[config.mk]
export PLATFORM = sky130hd
export DESIGN_NAME = instr_fetch_unit_flat
export DESIGN_NICKNAME = d
export VERILOG_FILES = /design/src/rtl/instr_fetch_unit_pkg.sv /design/src/rtl/instr_fetch_unit_if.sv /design/src/rtl/instr_fetch_unit_pc_reg.sv /design/src/rtl/instr_fetch_unit.sv /design/src/flat_wrapper.sv
export SDC_FILE = /design/constraint.sdc
export NUM_CORES = 1
export LEC_CHECK = 0
export BUFFER_PORTS_ARGS = -buffer_cell sky130_fd_sc_hd__buf_4
export CORE_MARGIN = 5
export CORE_UTILIZATION = 42
export CTS_BUF_LIST = sky130_fd_sc_hd__clkbuf_16
export CTS_CLUSTER_SIZE = 30
export DETAILED_ROUTE_END_ITERATION = 16
export PLACE_DENSITY = 0.81
export SLEW_MARGIN = 20
export SYNTH_ARGS = -nofsm -noshare
export SYNTH_HDL_FRONTEND = slang
export SYNTH_HIERARCHICAL = 1
export SYNTH_SLANG_ARGS = --single-unit
[constraint.sdc]
create_clock -name clk -period 2.7 [get_ports clk]
set_input_delay 0.27 -clock clk [delete_from_list [all_inputs] [get_ports clk]]
set_output_delay 0.27 -clock clk [all_outputs]
set_load 0.02 [all_outputs]
[src/rtl/instr_fetch_unit_pkg.sv]
// Shared types and constants for the instruction fetch unit and its decoder neighbour.
package instr_fetch_unit_pkg;

    localparam int unsigned OPCODE_W = 7;
    localparam logic [OPCODE_W-1:0] OPCODE_BUBBLE = 7'b0000000;
    localparam logic [31:0] INSTR_NOP = 32'h0000_0013;

    // Opcodes the main control decoder recognises.
    localparam logic [OPCODE_W-1:0] OPC_LW    = 7'b0000011;
    localparam logic [OPCODE_W-1:0] OPC_SW    = 7'b0100011;
    localparam logic [OPCODE_W-1:0] OPC_RTYPE = 7'b0110011;
    localparam logic [OPCODE_W-1:0] OPC_BEQ   = 7'b1100011;
    localparam logic [OPCODE_W-1:0] OPC_ITYPE = 7'b0010011;
    localparam logic [OPCODE_W-1:0] OPC_JAL   = 7'b1101111;

    typedef enum logic [1:0] {
        StIdle  = 2'd0,
        StFetch = 2'd1,
        StKill  = 2'd2,
        StIssue = 2'd3
    } fetch_state_e;

    typedef enum logic [1:0] {
        PcHold   = 2'd0,
        PcInc    = 2'd1,
        PcTarget = 2'd2
    } pc_sel_e;

endpackage

[src/rtl/instr_fetch_unit_if.sv]
// Fetch unit bus: instruction-memory port, redirect input and issue handshake.
interface instr_fetch_unit_if
    import instr_fetch_unit_pkg::*;
#(
    parameter int unsigned ADDR_WIDTH  = 32,
    parameter int unsigned INSTR_WIDTH = 32
);
    logic                   imem_req;
    logic [ADDR_WIDTH-1:0]  imem_addr;
    logic                   imem_ack;
    logic [INSTR_WIDTH-1:0] imem_rdata;
    logic                   redirect_valid;
    logic [ADDR_WIDTH-1:0]  redirect_target;
    logic                   instr_valid;
    logic                   instr_ready;
    logic [INSTR_WIDTH-1:0] instr;
    logic [OPCODE_W-1:0]    opcode;
    logic [ADDR_WIDTH-1:0]  pc;
    logic [ADDR_WIDTH-1:0]  pc_plus4;

    // Fetch unit side.
    modport master (
        output imem_req, imem_addr, instr_valid, instr, opcode, pc, pc_plus4,
        input  imem_ack, imem_rdata, redirect_valid, redirect_target, instr_ready
    );

    // Memory / execute / branch side.
    modport slave (
        input  imem_req, imem_addr, instr_valid, instr, opcode, pc, pc_plus4,
        output imem_ack, imem_rdata, redirect_valid, redirect_target, instr_ready
    );

endinterface

[src/rtl/instr_fetch_unit_pc_reg.sv]
// PC register with +4 adder, word alignment of redirect targets and next-PC select.
module fetch_pc_reg
    import instr_fetch_unit_pkg::*;
#(
    parameter int unsigned           ADDR_WIDTH = 32,
    parameter logic [ADDR_WIDTH-1:0] RESET_PC   = '0
) (
    input  logic                  clk_i,
    input  logic                  rst_ni,
    input  pc_sel_e               sel_i,
    input  logic [ADDR_WIDTH-1:0] target_i,
    output logic [ADDR_WIDTH-1:0] pc_o,
    output logic [ADDR_WIDTH-1:0] pc_plus4_o
);
    logic [ADDR_WIDTH-1:0] pc_q, pc_d;
    logic [ADDR_WIDTH-1:0] target_aligned;

    // Adder wraps naturally at 2^ADDR_WIDTH.
    assign pc_plus4_o     = pc_q + ADDR_WIDTH'(4);
    assign target_aligned = {target_i[ADDR_WIDTH-1:2], 2'b00};
    assign pc_o           = pc_q;

    // Select the next PC: hold, sequential advance or aligned redirect target.
    always_comb begin
        pc_d = pc_q;
        unique case (sel_i)
            PcInc:    pc_d = pc_plus4_o;
            PcTarget: pc_d = target_aligned;
            default:  pc_d = pc_q;
        endcase
    end

    // PC flop.
    always_ff @(posedge clk_i or negedge rst_ni) begin
        if (!rst_ni) begin
            pc_q <= RESET_PC;
        end else begin
            pc_q <= pc_d;
        end
    end

endmodule

[src/rtl/instr_fetch_unit.sv]
// Instruction fetch unit: owns the PC, fetches over req/ack and holds one instruction for issue.
module instr_fetch_unit
    import instr_fetch_unit_pkg::*;
#(
    parameter int unsigned           ADDR_WIDTH  = 32,
    parameter int unsigned           INSTR_WIDTH = 32,
    parameter logic [ADDR_WIDTH-1:0] RESET_PC    = 32'h0000_0000
) (
    input logic                clk,
    input logic                rst_n,
    instr_fetch_unit_if.master bus
);
    fetch_state_e           state_q;
    logic [INSTR_WIDTH-1:0] instr_q;
    logic                   instr_valid_q;
    logic [ADDR_WIDTH-1:0]  pending_target_q;

    pc_sel_e               pc_sel;
    logic [ADDR_WIDTH-1:0] pc_target;
    logic [ADDR_WIDTH-1:0] pc;
    logic [ADDR_WIDTH-1:0] pc_plus4;

    fetch_pc_reg #(
        .ADDR_WIDTH (ADDR_WIDTH),
        .RESET_PC   (RESET_PC)
    ) u_pc_reg (
        .clk_i      (clk),
        .rst_ni     (rst_n),
        .sel_i      (pc_sel),
        .target_i   (pc_target),
        .pc_o       (pc),
        .pc_plus4_o (pc_plus4)
    );

    // Next-PC select; a same-cycle redirect always beats the stored pending target.
    always_comb begin
        pc_sel    = PcHold;
        pc_target = bus.redirect_target;
        unique case (state_q)
            StFetch: begin
                if (bus.imem_ack && bus.redirect_valid) pc_sel = PcTarget;
            end
            StKill: begin
                if (bus.imem_ack) begin
                    pc_sel = PcTarget;
                    if (!bus.redirect_valid) pc_target = pending_target_q;
                end
            end
            StIssue: begin
                if (bus.redirect_valid)   pc_sel = PcTarget;
                else if (bus.instr_ready) pc_sel = PcInc;
            end
            default: pc_sel = PcHold;
        endcase
    end

    // Fetch FSM with the held instruction and the pending redirect target.
    always_ff @(posedge clk or negedge rst_n) begin
        if (!rst_n) begin
            state_q          <= StIdle;
            instr_q          <= '0;
            instr_valid_q    <= 1'b0;
            pending_target_q <= '0;
        end else begin
            unique case (state_q)
                StIdle: state_q <= StFetch;
                StFetch: begin
                    if (bus.imem_ack && !bus.redirect_valid) begin
                        instr_q       <= bus.imem_rdata;
                        instr_valid_q <= 1'b1;
                        state_q       <= StIssue;
                    end else if (bus.redirect_valid && !bus.imem_ack) begin
                        // Request must stay on the old address until the memory acks it.
                        pending_target_q <= bus.redirect_target;
                        state_q          <= StKill;
                    end
                end
                StKill: begin
                    if (bus.redirect_valid) pending_target_q <= bus.redirect_target;
                    if (bus.imem_ack)       state_q          <= StFetch;
                end
                StIssue: begin
                    if (bus.redirect_valid || bus.instr_ready) begin
                        instr_valid_q <= 1'b0;
                        state_q       <= StFetch;
                    end
                end
                default: state_q <= StIdle;
            endcase
        end
    end

    assign bus.imem_req    = (state_q == StFetch) || (state_q == StKill);
    assign bus.imem_addr   = pc;
    assign bus.instr_valid = instr_valid_q;
    assign bus.instr       = instr_q;
    assign bus.opcode      = instr_valid_q ? instr_q[OPCODE_W-1:0] : OPCODE_BUBBLE;
    assign bus.pc          = pc;
    assign bus.pc_plus4    = pc_plus4;

endmodule

[src/flat_wrapper.sv]
// flat-port wrapper written by rule: the top's interface ports become plain ports
module instr_fetch_unit_flat import instr_fetch_unit_pkg::*;
#(
    parameter int unsigned           ADDR_WIDTH  = 32,
    parameter int unsigned           INSTR_WIDTH = 32,
    parameter logic [ADDR_WIDTH-1:0] RESET_PC    = 32'h0000_0000
)
  (clk, rst_n, bus_imem_req, bus_imem_addr, bus_instr_valid, bus_instr, bus_opcode, bus_pc, bus_pc_plus4, bus_imem_ack, bus_imem_rdata, bus_redirect_valid, bus_redirect_target, bus_instr_ready);
  instr_fetch_unit_if #(.ADDR_WIDTH(ADDR_WIDTH), .INSTR_WIDTH(INSTR_WIDTH)) bus_i ();
  input logic clk;
  input logic rst_n;
  output wire logic [$bits(bus_i.imem_req)-1:0] bus_imem_req;
  output wire logic [$bits(bus_i.imem_addr)-1:0] bus_imem_addr;
  output wire logic [$bits(bus_i.instr_valid)-1:0] bus_instr_valid;
  output wire logic [$bits(bus_i.instr)-1:0] bus_instr;
  output wire logic [$bits(bus_i.opcode)-1:0] bus_opcode;
  output wire logic [$bits(bus_i.pc)-1:0] bus_pc;
  output wire logic [$bits(bus_i.pc_plus4)-1:0] bus_pc_plus4;
  input wire logic [$bits(bus_i.imem_ack)-1:0] bus_imem_ack;
  input wire logic [$bits(bus_i.imem_rdata)-1:0] bus_imem_rdata;
  input wire logic [$bits(bus_i.redirect_valid)-1:0] bus_redirect_valid;
  input wire logic [$bits(bus_i.redirect_target)-1:0] bus_redirect_target;
  input wire logic [$bits(bus_i.instr_ready)-1:0] bus_instr_ready;
  assign bus_imem_req = bus_i.imem_req;
  assign bus_imem_addr = bus_i.imem_addr;
  assign bus_instr_valid = bus_i.instr_valid;
  assign bus_instr = bus_i.instr;
  assign bus_opcode = bus_i.opcode;
  assign bus_pc = bus_i.pc;
  assign bus_pc_plus4 = bus_i.pc_plus4;
  assign bus_i.imem_ack = bus_imem_ack;
  assign bus_i.imem_rdata = bus_imem_rdata;
  assign bus_i.redirect_valid = bus_redirect_valid;
  assign bus_i.redirect_target = bus_redirect_target;
  assign bus_i.instr_ready = bus_instr_ready;
  instr_fetch_unit #(.ADDR_WIDTH(ADDR_WIDTH), .INSTR_WIDTH(INSTR_WIDTH), .RESET_PC(RESET_PC)) u_core (.clk(clk), .rst_n(rst_n), .bus(bus_i));
endmodule
==> reports/results.txt, run 1 <==
Status: finished, violations left
Filler cells: 1,199
Via count: 4,908
Die area: 0.0166 mm²
GRT met3 Usage: 4.07%
Worst Path Required: 2430 ps
H-tree levels: 3
Sink Count: 95
Die H: 129 µm
Core Area: 0.0138 mm²
Crit path launch type: register
Vias/cell: 5.42
Port Buffers: 197
Num CTS Buffers: 9
CP max-delay cell: dfrtp_1
Gr usage total: 19.4%
Gpl congestion: 0.814
CTS tree: yes
Fin crit share: 96.6%
Initial cell density of the core: 42.8%
Slew margin rel.: 51.4%
Final setup viols: 0
Worst path arrival time: 2340 ps
Final Slew Violations: 0
Clock buffer depth: 2
Die X: 129 µm
CTS root buf: clkbuf_16
RSZ-0062 raised after global routing: false
WL per Instance: 18.4 µm
Worst-case clock skew: 8.81 ps
Final setup TNS: 0 ps
Endpoints failing hold: 47
Drt first pass iters: 6
Synthesis Warnings: 6
Maxcap violations: 0
VDD IR-drop max: 0.453 mV
Mapped Cells: 554
PD cells: 1230 mW/mm²
Multi-input logic area: 0.00304 mm²
Initial antenna violation count: 1
Cell Chain, Critical Path: ha_2, nand3_2, nor4_2, buf_4, nand3_1, xnor2_1, buf_4
Nets: 797
Reg2Reg Launch Point: u_core/state_q[0]$_DFFE_PN0P_
GR peak layer: met2
Syn_area_per_cell: 10.7 µm²
Met1 Use GR: 25.9%
Area grow syn2layout: 30.6%
Leak Pwr: 3.52 nW
Final Hold Slack: -11.5 ps
Setup WS pre-CTS: 179 ps
Detailed placement HPWL: 12,200 µm
Clock-pin slew on the worst setup and hold paths: 70 ps
Cts hold-fix bufs: 0
Post-route setup slack: 91.8 ps
Met2 GRT Util: 31.8%
Failing checks: negative hold slack
Slew @ Worst Pin: 729 ps
FF/Latch Area: 0.00238 mm²
First-pass GRT wire length: 25,600 µm
Clk_lat worst skew: 350 ps
Synthesized area: 0.00591 mm²
Largest net degree at the start of global routing: 57
Grt ovf: 0
CP peak stage delay: 500 ps
Vias in the first global route: 4,816
CP Capture Type: primary output
Crit-path leading delay family: simple AND/OR/NAND/NOR gates
Critical Path Fanout Max: 11
Placement Rows: 43
Achievable Freq: 383 MHz
Setup crit start: u_core/u_pc_reg/pc_o[3]$_DFFE_PN0P_
Worst setup path class: reg -> out
Layout cells sized above 1: 49.0%
Residual DRC count: 0
Worst path bufs/invs: 2
Hold Path Class: in -> async
Fin crit period: 2610 ps
1st-iter DRT viols: 428
# IOs: 206
Most common cell on crit path: buf_4
Final wirelength: 16,600 µm
DRT antenna net count: 0
==> layout by cell type, fill, tap and decap left out, drive strengths merged, types with 4 or more instances in the layout <==
cell type and instances:
o211ai 7, nor3 14, nor4 7, and2 11
conb 4, xnor2 22, inv 20, mux2 92
o21ai 19, nor2 29, a311o 5, xor2 6
or3 7, a21oi 18, nand2 33, nand4 10
and3 8, buf 224, and4 4, o311ai 4
ha 9, dfrtp 95, a22oi 10, clkbuf 9
nand3 15
==> flip-flops by register name (all words and copies together), names as in the netlist <==
register	count
u_core/state_q	2
u_core/bus.instr_valid	1
u_core/u_pc_reg/pc_o	30
u_core/bus.instr	32
u_core/pending_target_q	30
==> power by group <==
| part | internal, W | leakage [nW] | switching (W) |
|---|---|---|---|
| clock network | 0.000815 | 0.154 | 0.000571 |
| registers | 0.00208 | 1.08 | 0.000613 |
| logic | 0.00257 | 2.28 | 0.00284 |
==> final timing paths <==
| check | end | slack [ps] | depth (start not counted) |
|---|---|---|---|
| max | bus_pc_plus4[28] | 90 | 7 |
| min | u_core/bus.instr[25]$_DFFE_PN0P_ | -10 | 1 |
| max reg2reg | u_core/u_pc_reg/pc_o[16]$_DFFE_PN0P_ | 240 | 9 |
| min reg2reg | u_core/bus.instr[12]$_DFFE_PN0P_ | 510 | 1 |
| max in group asynchronous | u_core/u_pc_reg/pc_o[15]$_DFFE_PN0P_ | 2020 | 2 |
| min in group clk | u_core/pending_target_q[22]$_DFFE_PN0P_ | 150 | 2 |
==> metrics by stage <==
stage	power, W	cell area (µm²)	hold WS, ps	std cells	utilization (%)
floorplan	0.00625	5930	-25.6	557	-
global placement	0.00790	7340	371	886	53.1
detailed placement	0.00806	7340	382	886	53.1
CTS	0.00947	7680	5.43	902	55.5
global route	0.0100	7720	48.5	905	55.9
finish	0.00948	7720	-11.5	905	55.9
==> layout make-up <==
| cell class | instances | share of cell area [%] |
|---|---|---|
| multi-input combinational | 372 | 39.3 |
| sequential | 95 | 30.8 |
| timing repair buffer | 224 | 21.9 |
| clock buffer | 9 | 2.92 |
| tap | 180 | 2.92 |
| clock inverter | 7 | 1.25 |
| inverter | 17 | 0.826 |
| antenna | 1 | 0.0324 |
==> layer usage <==
metal / vias up / part of all wire [%]
li1: 2277 / -
met2: 257 / 49
met3: 15 / 9.6
met5: - / 0
met4: 0 / 1.1
met1: 2359 / 41
==> what timing repair did <==
item | CTS | global route
setup buffers | 0 | 2
pin swaps | 0 | 1
endpoints found under the setup margin | 1 | 9
resized for setup | 2 | 6
(Power assumes the default switching activity.)
==> inputs of run 2 (changes only) <==
- CORE_MARGIN: 5 -> unset
==> reports/results.txt, run 2 (synthesized netlist as in run 1, its figures left out) <==
Post-Layout Inst Area: 0.00765 mm² (was 0.00772 mm²)
Post-Place Cells: 880 (was 886)
Num CTS Buffers: 9 (unchanged)
Detailed placement HPWL: 11,700 µm (was 12,200 µm)
CP Capture Type: primary output (unchanged)
Die X: 121 µm (was 129 µm)
Cell Chain, Critical Path: nand4_4, nor4_4, buf_4, nand4_1, xnor2_1, buf_4 (was ha_2, nand3_2, nor4_2, buf_4, nand3_1, xnor2_1, buf_4)
Port Buffers: 197 (unchanged)
Worst Path Required: 2430 ps (about the same)
Placement Rows: 42 (was 43)
Final wirelength: 16,000 µm (was 16,600 µm)
Worst-case clock skew: 11.9 ps (was 8.81 ps)
CTS root buf: clkbuf_16 (unchanged)
Met1 Use GR: 27.3% (was 25.9%)
DRT antenna net count: 0 (unchanged)
RSZ-0062 raised after global routing: false (unchanged)
Slew @ Worst Pin: 759 ps (was 729 ps)
Slew margin rel.: 49.4% (was 51.4%)
Fin crit period: 2570 ps (was 2610 ps)
Failing checks: negative hold slack (unchanged)
# IOs: 206 (unchanged)
Drt first pass iters: 5 (was 6)
Most common cell on crit path: buf_4 (unchanged)
Commonest non-fill, non-tap cell in the layout: buf_4 (unchanged)
CP peak stage delay: 530 ps (was 500 ps)
Die area: 0.0146 mm² (was 0.0166 mm²)
VDD IR-drop max: 0.439 mV (was 0.453 mV)
Met2 GRT Util: 37.8% (was 31.8%)
Final setup viols: 0 (unchanged)
Vias/cell: 5.53 (was 5.42)
Antenna diodes: 0 (was 1)
Maxcap violations: 0 (unchanged)
Post-CTS setup buffers: 0 (unchanged)
Sink Count: 95 (unchanged)
WL per Instance: 17.8 µm (was 18.4 µm)
Clock buffer depth: 2 (unchanged)
CP max-delay cell: dfrtp_1 (unchanged)
DP Area: 0.00732 mm² (was 0.00734 mm²)
Final Slew Violations: 0 (unchanged)
Gr usage total: 21.9% (was 19.4%)
Initial cell density of the core: 43.8% (was 42.8%)
Status: finished, violations left (unchanged)
First-pass GRT wire length: 25,000 µm (was 25,600 µm)
GR peak layer: met2 (unchanged)
GRT met3 Usage: 3.40% (was 4.07%)
Post-layout util: 56.7% (was 55.9%)
Final setup TNS: 0 ps (unchanged)
CTS tree: yes (unchanged)
Residual DRC count: 0 (unchanged)
Area grow syn2layout: 29.4% (was 30.6%)
Gpl congestion: 0.877 (was 0.814)
Post-route setup slack: 132 ps (was 91.8 ps)
Achievable Freq: 389 MHz (was 383 MHz)
Highest-count cells in the layout ignoring fill and taps: 219 x buf_4, 92 x dfrtp_1, 64 x mux2_2, 31 x nand2_1 (was 223 x buf_4, 95 x dfrtp_1, 64 x mux2_2, 31 x nand2_1)
Core Area: 0.0135 mm² (was 0.0138 mm²)
Largest net degree at the start of global routing: 55 (was 57)
Vias in the first global route: 4,913 (was 4,816)
Fin crit share: 95.1% (was 96.6%)
Initial antenna violation count: 0 (was 1)
Final Hold Slack: -1.35 ps (was -11.5 ps)
Clk_lat worst skew: 350 ps (about the same)
Setup WS pre-CTS: 225 ps (was 179 ps)
Worst path arrival time: 2300 ps (was 2340 ps)
Filler cells: 1,159 (was 1,199)
Clock-pin slew on the worst setup and hold paths: 80 ps (was 70 ps)
1st-iter DRT viols: 386 (was 428)
Crit path launch type: register (unchanged)
Grt ovf: 0 (unchanged)
PD cells: 1220 mW/mm² (was 1230 mW/mm²)
Max reg flops: 32 (unchanged)
Critical Path Fanout Max: 14 (was 11)
Leak Pwr: 3.49 nW (was 3.52 nW)
Post-route insts no fill: 896 (was 905)
Endpoints failing hold: 1 (was 47)
Layout cells sized above 1: 48.9% (was 49.0%)
Die H: 121 µm (was 129 µm)
Hold Path Class: in -> async (unchanged)
Via count: 4,953 (was 4,908)
Worst setup path class: reg -> out (unchanged)
Nets: 793 (was 797)
H-tree levels: 3 (unchanged)
run 2: what timing repair did:
| action | in CTS | in global routing |
|---|---|---|
| hold buffers | 0 | 0 |
| resized for setup | 0 | 9 |
| setup endpoints to repair | 0 | 15 |
run 2: worst max-delay path, delay by kind of cell (launching register included):
kind | cells | cell delay (ps)
simple gates | 3 | 720
flops | 1 | 530
buf+inv | 2 | 450
xor+xnor | 1 | 240
run 2: routing by layer:
layer | routed length, µm | vias up
li1 | - | 2273
met1 | 6580 | 2412
met2 | 7960 | 241
met3 | 1060 | 27
met4 | 356 | 0
met5 | 0 | -
run 2: final timing paths:
path	slack, ps	cells past startpoint	startpoint	to
worst max-delay path	130	6	u_core/u_pc_reg/pc_o[11]$_DFFE_PN0P_	bus_pc_plus4[27]
worst min-delay path	-1	1	rst_n	u_core/pending_target_q[15]$_DFFE_PN0P_
worst max register to register	150	7	u_core/state_q[0]$_DFFE_PN0P_	u_core/u_pc_reg/pc_o[10]$_DFFE_PN0P_
worst min register to register	510	1	u_core/pending_target_q[28]$_DFFE_PN0P_	u_core/pending_target_q[28]$_DFFE_PN0P_
max in group asynchronous	1890	2	rst_n	u_core/u_pc_reg/pc_o[6]$_DFFE_PN0P_
min in group clk	150	2	bus_redirect_target[14]	u_core/pending_target_q[14]$_DFFE_PN0P_
run 2: power by group:
group	total (W)	internal [W]	switching [W]
Sequential	0.00271	0.00208	0.000632
Clock	0.00131	0.000730	0.000578
Combinational	0.00535	0.00254	0.00281
run 2: layout make-up:
type                            instances  area (µm²)  share of cell area, %
Multi-Input combinational cell        372        3020                   39.5
Sequential cell                        95        2380                   31.1
Timing Repair Buffer                  220        1660                   21.7
Clock buffer                            9         225                   2.94
Tap cell                              176         220                   2.88
Clock inverter                          7        78.8                   1.03
Inverter                               17        63.8                  0.834
run 2: per-stage QoR:
stage / total power (W) / hold WS (ps)
after floorplan: 0.00625 / -25.6
after global placement: 0.00780 / 365
after detailed placement: 0.00802 / 389
after CTS: 0.00936 / 16.0
after global routing: 0.00990 / 52.8
final: 0.00937 / -1.35
